## config.mk

```make
export PLATFORM = sky130hd
export DESIGN_NAME = io_input_conditioner
export DESIGN_NICKNAME = d
export VERILOG_FILES = /design/src/rtl/io_input_conditioner.sv
export SDC_FILE = /design/constraint.sdc
export NUM_CORES = 1
export LEC_CHECK = 0
export BUFFER_PORTS_ARGS = -buffer_cell sky130_fd_sc_hd__buf_2
export CORE_ASPECT_RATIO = 0.75
export CORE_MARGIN = 5
export CORE_UTILIZATION = 55
export DETAILED_ROUTE_END_ITERATION = 8
export PLACE_DENSITY = 0.82
export SLEW_MARGIN = 20
export SYNTH_ARGS = -nofsm -noshare
export SYNTH_HDL_FRONTEND = slang
export SYNTH_SLANG_ARGS = --single-unit
```

## constraint.sdc

```tcl
create_clock -name clk -period 3.16 [get_ports clk]
set_input_delay 0.474 -clock clk [delete_from_list [all_inputs] [get_ports clk]]
set_output_delay 0.474 -clock clk [all_outputs]
set_load 0.05 [all_outputs]
```

## src/rtl/io_input_conditioner.sv

```systemverilog
// Input conditioner for pad read-back levels.
// Per bit: multi-flop synchroniser, stable-count debouncer, one-cycle edge
// pulses and sticky, maskable interrupt flags. Everything is in the clk domain.
module io_input_conditioner #(
  parameter int unsigned WIDTH       = 8,
  parameter int unsigned SYNC_STAGES = 2,
  parameter int unsigned DB_CYCLES   = 16
) (
  input  logic             clk,
  input  logic             rst_n,
  input  logic [WIDTH-1:0] pad_i,
  input  logic [WIDTH-1:0] rise_en,
  input  logic [WIDTH-1:0] fall_en,
  input  logic [WIDTH-1:0] irq_clr,
  output logic [WIDTH-1:0] data_q,
  output logic [WIDTH-1:0] rise_o,
  output logic [WIDTH-1:0] fall_o,
  output logic [WIDTH-1:0] irq_status,
  output logic             irq
);

  localparam int unsigned      CNT_W    = $clog2(DB_CYCLES + 1);
  localparam logic [CNT_W-1:0] CNT_LAST = CNT_W'(DB_CYCLES - 1);

  // Reject parameter values the structure cannot support.
  if (SYNC_STAGES < 2) begin : g_bad_sync
    $error("io_input_conditioner: SYNC_STAGES must be >= 2");
  end
  if (DB_CYCLES < 1) begin : g_bad_db
    $error("io_input_conditioner: DB_CYCLES must be >= 1");
  end

  logic [SYNC_STAGES-1:0][WIDTH-1:0] sync_chain;
  logic [WIDTH-1:0]                  sync;
  logic [WIDTH-1:0][CNT_W-1:0]       cnt;
  logic [WIDTH-1:0][CNT_W-1:0]       cnt_next;
  logic [WIDTH-1:0]                  data_next;
  logic [WIDTH-1:0]                  set;

  // Plain flop chain; the pad level feeds nothing but stage 0.
  always_ff @(posedge clk or negedge rst_n) begin
    if (!rst_n) begin
      sync_chain <= '0;
    end else begin
      sync_chain <= {sync_chain[SYNC_STAGES-2:0], pad_i};
    end
  end

  assign sync = sync_chain[SYNC_STAGES-1];

  // Debounce: count consecutive cycles of disagreement, accept on the last one.
  always_comb begin
    data_next = data_q;
    cnt_next  = '0;
    for (int i = 0; i < int'(WIDTH); i++) begin
      if (sync[i] != data_q[i]) begin
        if (cnt[i] == CNT_LAST) begin
          data_next[i] = sync[i];
        end else begin
          cnt_next[i] = cnt[i] + CNT_W'(1);
        end
      end
    end
  end

  // Edge flags requesting an interrupt this cycle.
  assign set = (rise_o & rise_en) | (fall_o & fall_en);

  // Debounced level, edge pulses and sticky flags, all registered together.
  always_ff @(posedge clk or negedge rst_n) begin
    if (!rst_n) begin
      cnt        <= '0;
      data_q     <= '0;
      rise_o     <= '0;
      fall_o     <= '0;
      irq_status <= '0;
    end else begin
      cnt        <= cnt_next;
      data_q     <= data_next;
      rise_o     <= data_next & ~data_q;
      fall_o     <= ~data_next & data_q;
      irq_status <= (irq_status & ~irq_clr) | set;
    end
  end

  // Summary interrupt straight from the registered flags.
  assign irq = |irq_status;

endmodule
```

======== Word-level counts from Yosys, hierarchy flattened ========
Cells that the tools add are included.
cells by class
  $add $sub $neg .......................... 8
  equality and inequality tests ........... 16
  multiplexer cells ....................... 32
  bitwise logic cells ..................... 10
  reduce and logical (&&, ||, !) cells .... 1
operator list
  cell                                                             count
  5-bit two-way mux                                                16
  5-bit by 1-bit adder with 5-bit output, second input constant    8
  8-bit bitwise AND                                                5
  5-bit by 4-bit == test with 1-bit output, second input constant  8
  8-bit NOT                                                        3
  1-bit two-way mux                                                16
  8-bit bitwise OR                                                 2
  1-bit != test                                                    8
  8-bit OR reduction                                               1
storage, ports and cells
  register bits ........................... 88
  input bits .............................. 34
  output and inout bits ................... 33
  word-level logic and storage cells ...... 81

======== Logic depth before layout (Yosys ltp) ========
Gate-level depths: netlist of run 1.
  depth after elaboration ................. 5
  mapped depth ............................ 4
  gate-level depth less buffers ........... 4

======== Least setup slack after synthesis of run 1 ========
No wires, ideal clock.
  kind .................................... register to output
  from .................................... register irq_status[6]
  to ...................................... output port irq
  data arrival time ....................... 1.203 ns
  required time ........................... 2.686 ns
  slack ................................... 1.483 ns
  stages on the path, launching flop included .. 3
  buffers on the path ..................... 0
  cells stage by stage .................... dfrtp_1 -> nor4_1 -> nand2_1
on the way
  word-level cells in the longest chain between the ends .. 1
RTL lines
  element                 line  source
  start, declared         18    output logic [WIDTH-1:0] irq_status,
  start signal, assigned  82    irq_status <= (irq_status & ~irq_clr) | set;
  8-bit OR reduction      87    assign irq = |irq_status;
  end, declared           19    output logic irq
Every way passes these cells.

======== Worst setup path in the final report of run 1 ========
  from .................................... register irq_status[2]
  to ...................................... output port irq
Same word-level chain as after synthesis.

==> impl_metrics.ini, run 1 <==
[critical_path]
critical-path-slowest-cell = sky130_fd_sc_hd__dfrtp_1
startpoint_type = flop
worstPathRequired_ps = 2690
number_of_cells_on_the_worst_reg_to_reg_path = 3
critPathMaxStageDelay_ps = 400
critical_path.n_buffers_inverters = 1
cp_num_cells = 3
cp_max_fo = 3
cp_cell_sequence = nor4_1 -> nand2_1 -> buf_2
critPathTopFamily = simple AND/OR/NAND/NOR gates
worst-endpoint-arrival_ps = 1450
path_class = reg2out
crit_path_end_kind = output pin

[floorplanning]
fp-row-count = 24
initial_utilization_pct = 57.42
die-area_um2 = 7864
die-width_um = 100.7
coreArea_um2 = 5916
boundaryPins = 67
chipHeight_um = 78.06

[route]
post_drt_wl_per_cell_um = 15.26
initialDrtViolationCount = 85
route.antenna.remaining_nets = 0
route.detailed.vias_per_inst = 5.216
route.detailed.drc = 0
via_count = 2102
first_pass_iters = 4
overall_routed_net_length_mm = 6.148

[status]
outcome = complete, no violations

[clocking]
cts_post_setup_buffers_inserted = 0
clockBufferDepth = 2
cts_resized = 0
cts_hold_buf = 0
clock_tree_from_tritoncts = done
numCtsBuffers = 9
clock_sink_count = 88
htree_num_levels = 3
clk_pin_slew_worst_paths_ps = 80
clock_latency_ps = 350
clk_root_buffer_cell = sky130_fd_sc_hd__clkbuf_8

[synth]
synth-edff-count = 0
synth.ff_latch_count = 88
synth.yosys.seq_area_share_pct = 64.83
syn-cell-area_um2 = 3397
netlist-cell-type-count = 18
synth_async_sr_flop_share_pct = 100.0
ys.flop_type = sky130_fd_sc_hd__dfrtp_1
synth_fp_nets = 285
syn_inst = 243
synthesized_area_per_cell_um2 = 13.98
synthesis.yosys.warnings = 0

[placement]
place.port_buffers = 66
gp_congestion = 0.7832
dp_hpwl_mm = 4.497

[grt]
globalRouteOverflowTotal = 0
number_of_global_route_vias_before_repair = 2202
grt_start_max_net_pins = 89
grt_first_pass_wirelength_mm = 10.32
global_route.usage.total_pct = 17.00
antenna_found_initial = 0

[timing]
number_of_setup_violations_in_the_final_report = 0
setup_total_negative_slack_ps = 0
timing.slew.headroom_pct = 50.11
hold_violations = 0
worstMarginPinSlew_ps = 748.4
fin_worst_skew_ps = 4.755
rsz_0062_raised_after_global_routing = no
final_min_period_over_clock_period_pct = 61.04
slew_violations = 0
hold_ws_ps = 168.0
timing.fmax_ghz = 0.5184
period_needed_ps = 1929

[finish]
area.growth.synth_to_final_pct = 19.82
finalNetCount = 362
drive_gt1_share_pct = 31.69
finish.utilization_pct = 68.80
diodes = 0

[run]
max_cap_violations = 0

[pwr]
pwr_density_cell_nw_per_um2 = 533.9
worst_ir_drop_vdd_uv = 338.5
power.leakage_nw = 2.399

[worst_hold_path]
holdCritPathClass = in2async
cells by family after synthesis:
family | after synthesis | share of synthesized area (%)
adders and majority gates | 8 | 2.947
AOI/OAI and AO/OA | 24 | 4.420
muxes | 8 | 3.536
and+or+nand+nor | 83 | 17.20
buffers and inverters | 8 | 0.8840
DFF | 88 | 64.82
xor gates and xnor gates | 24 | 6.188
cell type report:
type,instances,area [um2]
multi-input combinational,147,1165
fill,447,1846
timing repair buffer,66,336.6
inverter,8,30.03
clock inverter,4,73.82
sequential,88,2202
clock buffer,12,165.2
tap,78,97.59
stage by stage:
step | instance area, um2 | power, mW | setup slack, ps | instances
2_1_floorplan | 3397 | 1.254 | 1483 | 243
3_3_place_gp | 3827 | 1.307 | 1601 | 387
6_report | 4070 | 2.173 | 1231 | 403
5_1_grt | 4070 | 2.276 | 1134 | 403
4_1_cts | 4066 | 2.198 | 1198 | 403
3_5_place_dp | 3827 | 1.318 | 1586 | 387
cell usage in the layout (no fill, tap or decap), types with 9 or more instances in the layout:
cell                       instances
sky130_fd_sc_hd__dfrtp_1          88
sky130_fd_sc_hd__buf_2            65
sky130_fd_sc_hd__xor2_1           24
sky130_fd_sc_hd__nand2_1          17
sky130_fd_sc_hd__nor2_1           16
sky130_fd_sc_hd__nor3b_1          16
sky130_fd_sc_hd__clkbuf_8         12
sky130_fd_sc_hd__and2_1            9
power by group:
group / switching [mW] / internal (mW) / leakage [nW]
sequential: 0.0319 / 1.16 / 1.17
clock: 0.369 / 0.512 / 0.123
combinational: 0.0552 / 0.0446 / 1.10
total: 0.457 / 1.72 / 2.40
synthesized netlist by cell type (2+ instances only):
cell                       count  area (um2)
sky130_fd_sc_hd__and2_1        9       56.30
sky130_fd_sc_hd__nor4_1        2       12.51
sky130_fd_sc_hd__nand4b_4      7       166.4
sky130_fd_sc_hd__ha_1          8       100.1
sky130_fd_sc_hd__nor2_1       16       60.06
sky130_fd_sc_hd__nor3b_1      16       120.1
sky130_fd_sc_hd__and3_2        5       37.54
sky130_fd_sc_hd__inv_1         8       30.03
sky130_fd_sc_hd__xor2_1       24       210.2
sky130_fd_sc_hd__mux2_4        8       120.1
sky130_fd_sc_hd__a31oi_1       8       50.05
sky130_fd_sc_hd__dfrtp_1      88        2202
sky130_fd_sc_hd__and3_1        2       12.51
sky130_fd_sc_hd__a22oi_1       8       60.06
sky130_fd_sc_hd__nand2_1      17       63.81
sky130_fd_sc_hd__nand3_1       8       40.04
sky130_fd_sc_hd__o21ai_0       8       40.04
worst reg2reg max path, stage by stage (launching register included):
cell                       delay, ps
sky130_fd_sc_hd__dfrtp_1         390
sky130_fd_sc_hd__ha_1            280
sky130_fd_sc_hd__nand4b_4        160
sky130_fd_sc_hd__mux2_4          320
state kept, by name, summed over array words and instances (netlist names):
register and cells:
cnt 40, data_q 8, fall_o 8, irq_status 8, rise_o 8, sync 8
sync_chain 8
final timing paths:
| path | end | startpoint | slack, ps |
|---|---|---|---|
| worst max-delay path | irq | irq_status[2] | 1230 |
| worst min-delay path | cnt[14] | rst_n | 170 |
| worst max register to register | data_q[7] | cnt[35] | 1910 |
| worst min register to register | sync[7] | sync_chain[7] | 350 |
| max in group asynchronous | cnt[22] | rst_n | 2490 |
| min in group clk | sync_chain[2] | pad_i[2] | 230 |
layer usage:
layer  GRT usage, %  wire length, um  vias up
met5              0                0        -
met4          4.980               76        0
met3          5.580              396       10
met2          28.32             3071       50
met1          21.32             2604     1042
li1               -                -     1000
Note: power is estimated with default switching activity, not from simulation.
==> run 2, diff against run 1 <==
--- a/config.mk
+++ b/config.mk
@@ -8,9 +8,9 @@
 export BUFFER_PORTS_ARGS = -buffer_cell sky130_fd_sc_hd__buf_2
 export CORE_ASPECT_RATIO = 0.75
 export CORE_MARGIN = 5
-export CORE_UTILIZATION = 55
+export CORE_UTILIZATION = 49
 export DETAILED_ROUTE_END_ITERATION = 8
-export PLACE_DENSITY = 0.82
+export PLACE_DENSITY = 0.77
 export SLEW_MARGIN = 20
 export SYNTH_ARGS = -nofsm -noshare
 export SYNTH_HDL_FRONTEND = slang
==> constraint.sdc (replaced) <==
create_clock -name clk -period 1.5 [get_ports clk]
set_input_delay 0.225 -clock clk [delete_from_list [all_inputs] [get_ports clk]]
set_output_delay 0.225 -clock clk [all_outputs]
set_load 0.05 [all_outputs]
==> run 2 against run 1 <==
  * The flow now finishes with violations (setup timing)
  * Register-to-register slack got worse by 1700 ps
  * Design area is 2.4% higher
  * Critical path depth is the same
  * Critical path type unchanged
  * Largest power group unchanged
==> impl_metrics.ini, run 2 (synthesis results as in run 1) <==
[status]
outcome = complete, but fails checks
violations = setup timing

[critical_path]
cp_num_cells = 3
cp_max_fo = 2
startpoint_type = flop
crit_path_end_kind = output pin
cp-endpoint = irq
rr_startpoint = cnt[35]
critPathTopFamily = flip-flops
r2r-end = data_q[7]
worst-endpoint-arrival_ps = 1370
critPathMaxStageDelay_ps = 420
cp_cell_sequence = nor4_2 -> nand2_1 -> buf_6
critPathLaunch = irq_status[7]
path_class = reg2out
critical-path-slowest-cell = sky130_fd_sc_hd__dfrtp_1
worstPathRequired_ps = 1270
critical_path.n_buffers_inverters = 1
r2r_slack_ps = 260
number_of_cells_on_the_worst_reg_to_reg_path = 3

[finish]
finalNetCount = 375
max_flop_register = cnt
seqCellArea_um2 = 2202
postLayoutCellArea_um2 = 4168
finalNonFillerCells = 418
diodes = 0
fillers = 543
area.growth.synth_to_final_pct = 22.69
layout.cells.most_common_list = sky130_fd_sc_hd__dfrtp_1 (88), sky130_fd_sc_hd__buf_2 (63), sky130_fd_sc_hd__xor2_1 (24)
drive_gt1_share_pct = 31.14
layout.cells.most_common = sky130_fd_sc_hd__dfrtp_1
largest_reg_flops = 40
finish.utilization_pct = 61.59
multiInputGateArea_um2 = 1177

[clocking]
clock_latency_ps = 350
clk_pin_slew_worst_paths_ps = 80
clk_root_buffer_cell = sky130_fd_sc_hd__clkbuf_8
clock_sink_count = 88
htree_num_levels = 3
clock_tree_from_tritoncts = done
numCtsBuffers = 9
clockBufferDepth = 2

[timing]
final_min_period_over_clock_period_pct = 106.3
timing.slew.headroom_pct = 79.49
number_of_setup_violations_in_the_final_report = 1
fin_worst_skew_ps = 7.358
worstMarginPinSlew_ps = 307.7
timing.fmax_ghz = 0.6273
setup_total_negative_slack_ps = -94.04
hold_violations = 0
final_critical_path_setup_slack_ps = -94.04
rsz_0062_raised_after_global_routing = yes
slew_violations = 0
period_needed_ps = 1594

[placement]
dpl_cell_area_um2 = 3882
place.port_buffers = 66
dp_cells = 396
gp_congestion = 0.7989
dp_hpwl_mm = 4.419

[grt]
globalRouteOverflowTotal = 0
grt_first_pass_wirelength_mm = 10.09
number_of_global_route_vias_before_repair = 2112
global_route.usage.total_pct = 15.26
grt_start_max_net_pins = 41
antenna_found_initial = 0

[route]
via_count = 2073
initialDrtViolationCount = 47
first_pass_iters = 4
overall_routed_net_length_mm = 6.063
route.detailed.drc = 0
route.detailed.vias_per_inst = 4.959
post_drt_wl_per_cell_um = 14.50
route.antenna.remaining_nets = 0

[floorplanning]
die-area_um2 = 8715
fp-row-count = 26
initial_utilization_pct = 50.20
coreArea_um2 = 6766
die-width_um = 106.1
chipHeight_um = 82.11
boundaryPins = 67

[pwr]
power.leakage_nw = 2.430
worst_ir_drop_vdd_uv = 516.3
pwr_density_cell_nw_per_um2 = 1011
power.total_mw = 4.215

[run]
max_cap_violations = 0

[worst_hold_path]
holdCritPathClass = in2reg
[run 2: cell count changes in the layout (fill, tap and decap cells not counted), moves of 2 or more]
cell                            previous run  this run
sky130_fd_sc_hd__nor4_2                    0         2
sky130_fd_sc_hd__clkbuf_8                 12         9
sky130_fd_sc_hd__buf_12                    0         2
sky130_fd_sc_hd__buf_4                     0         3
sky130_fd_sc_hd__buf_2                    65        63
sky130_fd_sc_hd__dlygate4sd3_1             0         9
sky130_fd_sc_hd__nor4_1                    2         0
[run 2: area by class of cell]
type / instances / share of cell area (%)
sequential: 88 / 52.84
multi-input combinational: 147 / 28.25
timing repair buffer: 79 / 11.77
clock buffer: 10 / 3.062
tap: 84 / 2.522
clock inverter: 2 / 0.8406
inverter: 8 / 0.7205
[run 2: worst min-delay path by stage]
stage	from	endpoint	slack [ps]	cells past startpoint
5_1_grt	irq_clr[4]	irq_status[4]	30	2
6_report	irq_clr[7]	irq_status[7]	40	2
3_5_place_dp	rst_n	rise_o[6]	90	1
3_3_place_gp	rst_n	rise_o[6]	90	1
2_1_floorplan	rst_n	cnt[0]	-70	0
4_1_cts	irq_clr[7]	irq_status[7]	30	2
[run 2: per-stage QoR]
stage,hold WS [ps],setup slack (ps)
final,39.65,-94.04
after global routing,29.57,-185.7
after CTS,25.47,-73.20
after detailed placement,92.56,215.0
after global placement,90.62,294.9
after floorplan,-70.59,72.18
[run 2: metal layers]
layer / up-vias / share of wire [%] / global-route usage, %
li1: 1024 / - / -
met2: 46 / 48 / 25.60
met4: 0 / 1.4 / 5.045
met1: 993 / 45 / 18.79
met5: - / 0 / 0
met3: 10 / 5.6 / 5.361
[run 2: power by group]
group          switching (mW)  total [mW]  internal, mW
logic                   0.118       0.235         0.117
clock network           0.740        1.47         0.731
registers              0.0648        2.51          2.44
total                   0.922        4.22          3.29
[run 2: repair_timing]
item / 4_1_cts / 5_1_grt
gates resized for setup: 3 / 4
endpoints found under the hold margin: 90 / 0
endpoints found under the setup margin: 1 / 2
pin swaps: 1 / 0
cloned: 0 / 0
buffers inserted: 1 / 0
hold buffers: 9 / 0
==> run 3, diff against run 2 <==
--- a/config.mk
+++ b/config.mk
@@ -10,6 +10,7 @@
 export CORE_MARGIN = 5
 export CORE_UTILIZATION = 49
 export DETAILED_ROUTE_END_ITERATION = 8
+export HOLD_SLACK_MARGIN = 0.05
 export PLACE_DENSITY = 0.77
 export SLEW_MARGIN = 20
 export SYNTH_ARGS = -nofsm -noshare
==> run 3 against run 2 <==
  * Clock-buffer cell count is the same
  * Wire length grew 1.6%
  * Non-clock buffer count grew 6
  * Utilization grew 0.89 points
  * Hold slack gained 31 ps
  * Highest routed layer unchanged
  * Sequential share of layout area shrank 0.75 points
  * Design area grew 1.4%
  * First-iteration DRC count shrank 4.3%
  * Global-route usage grew 0.26 points
  * The run still ends with setup timing left
==> impl_metrics.ini, run 3 (synthesis results as in run 1) <==
[worst_hold_path]
timing.hold.worst_path_depth = 2
hold-path-endpoint = irq_status[3]
worst_hold_startpoint = irq_clr[3]
holdCritPathClass = in2reg

[placement]
dp_hpwl_mm = 4.419
place.port_buffers = 66
gp_congestion = 0.7989
dp_cells = 396

[route]
initialDrtViolationCount = 45
overall_routed_net_length_mm = 6.160
route.antenna.remaining_nets = 0
first_pass_iters = 4
route.detailed.vias_per_inst = 4.943
route.detailed.drc = 0
via_count = 2096
post_drt_wl_per_cell_um = 14.53

[timing]
final_min_period_over_clock_period_pct = 106.5
timing.fmax_ghz = 0.6262
slew_violations = 0
fin_worst_skew_ps = 6.382
number_of_setup_violations_in_the_final_report = 1
timing.slew.headroom_pct = 79.45
rsz_0062_raised_after_global_routing = yes
final_critical_path_setup_slack_ps = -97.01
period_needed_ps = 1597
hold_violations = 0
worstMarginPinSlew_ps = 308.3

[clocking]
numCtsBuffers = 9
clock_sink_count = 88
clock_latency_ps = 350
clk_pin_slew_worst_paths_ps = 80
clk_root_buffer_cell = sky130_fd_sc_hd__clkbuf_8
clockBufferDepth = 2
htree_num_levels = 3
clock_tree_from_tritoncts = done

[grt]
number_of_global_route_vias_before_repair = 2145
grt_start_max_net_pins = 41
global_route.usage.total_pct = 15.52
antenna_found_initial = 0
globalRouteOverflowTotal = 0
grt_first_pass_wirelength_mm = 10.25

[pwr]
worst_ir_drop_vdd_uv = 516.4
power.leakage_nw = 2.456
pwr_density_cell_nw_per_um2 = 1001

[critical_path]
cp_max_fo = 2
crit_path_end_kind = output pin
number_of_cells_on_the_worst_reg_to_reg_path = 3
r2r-end = data_q[7]
critical-path-slowest-cell = sky130_fd_sc_hd__dfrtp_1
worst-endpoint-arrival_ps = 1370
worstPathRequired_ps = 1270
path_class = reg2out
r2r_slack_ps = 270
critPathMaxStageDelay_ps = 420
startpoint_type = flop
cp_cell_sequence = nor4_2 -> nand2_1 -> buf_6
rr_startpoint = cnt[35]

[floorplanning]
boundaryPins = 67
fp-row-count = 26
initial_utilization_pct = 50.20
die-area_um2 = 8715
coreArea_um2 = 6766
chipHeight_um = 82.11
die-width_um = 106.1

[finish]
largest_reg_flops = 40
seqCellArea_um2 = 2202
finalNonFillerCells = 424
max_flop_register = cnt
finalNetCount = 381
finish.utilization_pct = 62.48
multiInputGateArea_um2 = 1177
area.growth.synth_to_final_pct = 24.46
layout.cells.most_common_list = sky130_fd_sc_hd__dfrtp_1 (88), sky130_fd_sc_hd__buf_2 (63), sky130_fd_sc_hd__xor2_1 (24)
layout.cells.most_common = sky130_fd_sc_hd__dfrtp_1
fillers = 531
diodes = 0
drive_gt1_share_pct = 30.59

[status]
violations = setup timing
outcome = complete, but fails checks

[run]
max_cap_violations = 0
==> run 3: where the power goes <==
group / switching (mW) / total [mW] / internal, mW
clock: 0.743 / 1.47 / 0.731
combinational: 0.120 / 0.247 / 0.127
sequential: 0.0648 / 2.51 / 2.44
total: 0.928 / 4.23 / 3.30
==> run 3: critical path: cells and delay by family (launching register included) <==
| family | cells | cell delay (ps) |
|---|---|---|
| buffers and inverters | 1 | 170 |
| flip-flops | 1 | 420 |
| AND/OR/NAND/NOR | 2 | 420 |
==> run 3: metrics by stage <==
step           hold slack (ps)  worst slack (ps)  area (um2)  power (mW)  setup TNS [ps]
2_1_floorplan           -70.59             72.18        3397       2.643               0
3_3_place_gp             90.62             294.9        3882       2.768               0
3_5_place_dp             92.56             215.0        3882       2.780               0
4_1_cts                  60.30            -73.20        4215       4.291          -73.20
5_1_grt                  61.29            -185.7        4228       4.424          -185.7
6_report                 70.72            -97.01        4228       4.231          -97.01
==> run 3: routing by layer <==
layer  GRT usage, %  part of all wire (%)  vias to the layer above
li1               -                     -                     1035
met1          18.79                    44                     1009
met2          26.36                    49                       43
met3          5.594                   5.8                        9
met4          5.045                   1.3                        0
met5              0                     0                        -
==> run 3: final cells by class <==
class	instances	share of cell area [%]
Sequential cell	88	52.09
Multi-Input combinational cell	147	27.85
Timing Repair Buffer	85	13.02
Clock buffer	10	3.019
Tap cell	84	2.486
Clock inverter	2	0.8286
Inverter	8	0.7103
==> run 3: worst max path at each step <==
stage,from,endpoint,cells past startpoint
floorplan,irq_status[6],irq,2
global placement,irq_status[5],irq,3
detailed placement,irq_status[2],irq,3
CTS,irq_status[7],irq,3
global route,irq_status[7],irq,3
finish,irq_status[7],irq,3
==> run 3: repair_timing <==
item	CTS	global route
hold endpoints to repair	102	0
buffers inserted	1	0
hold buffers	15	0
pin swaps	1	0
resized for setup	3	4
endpoints found under the setup margin	1	2
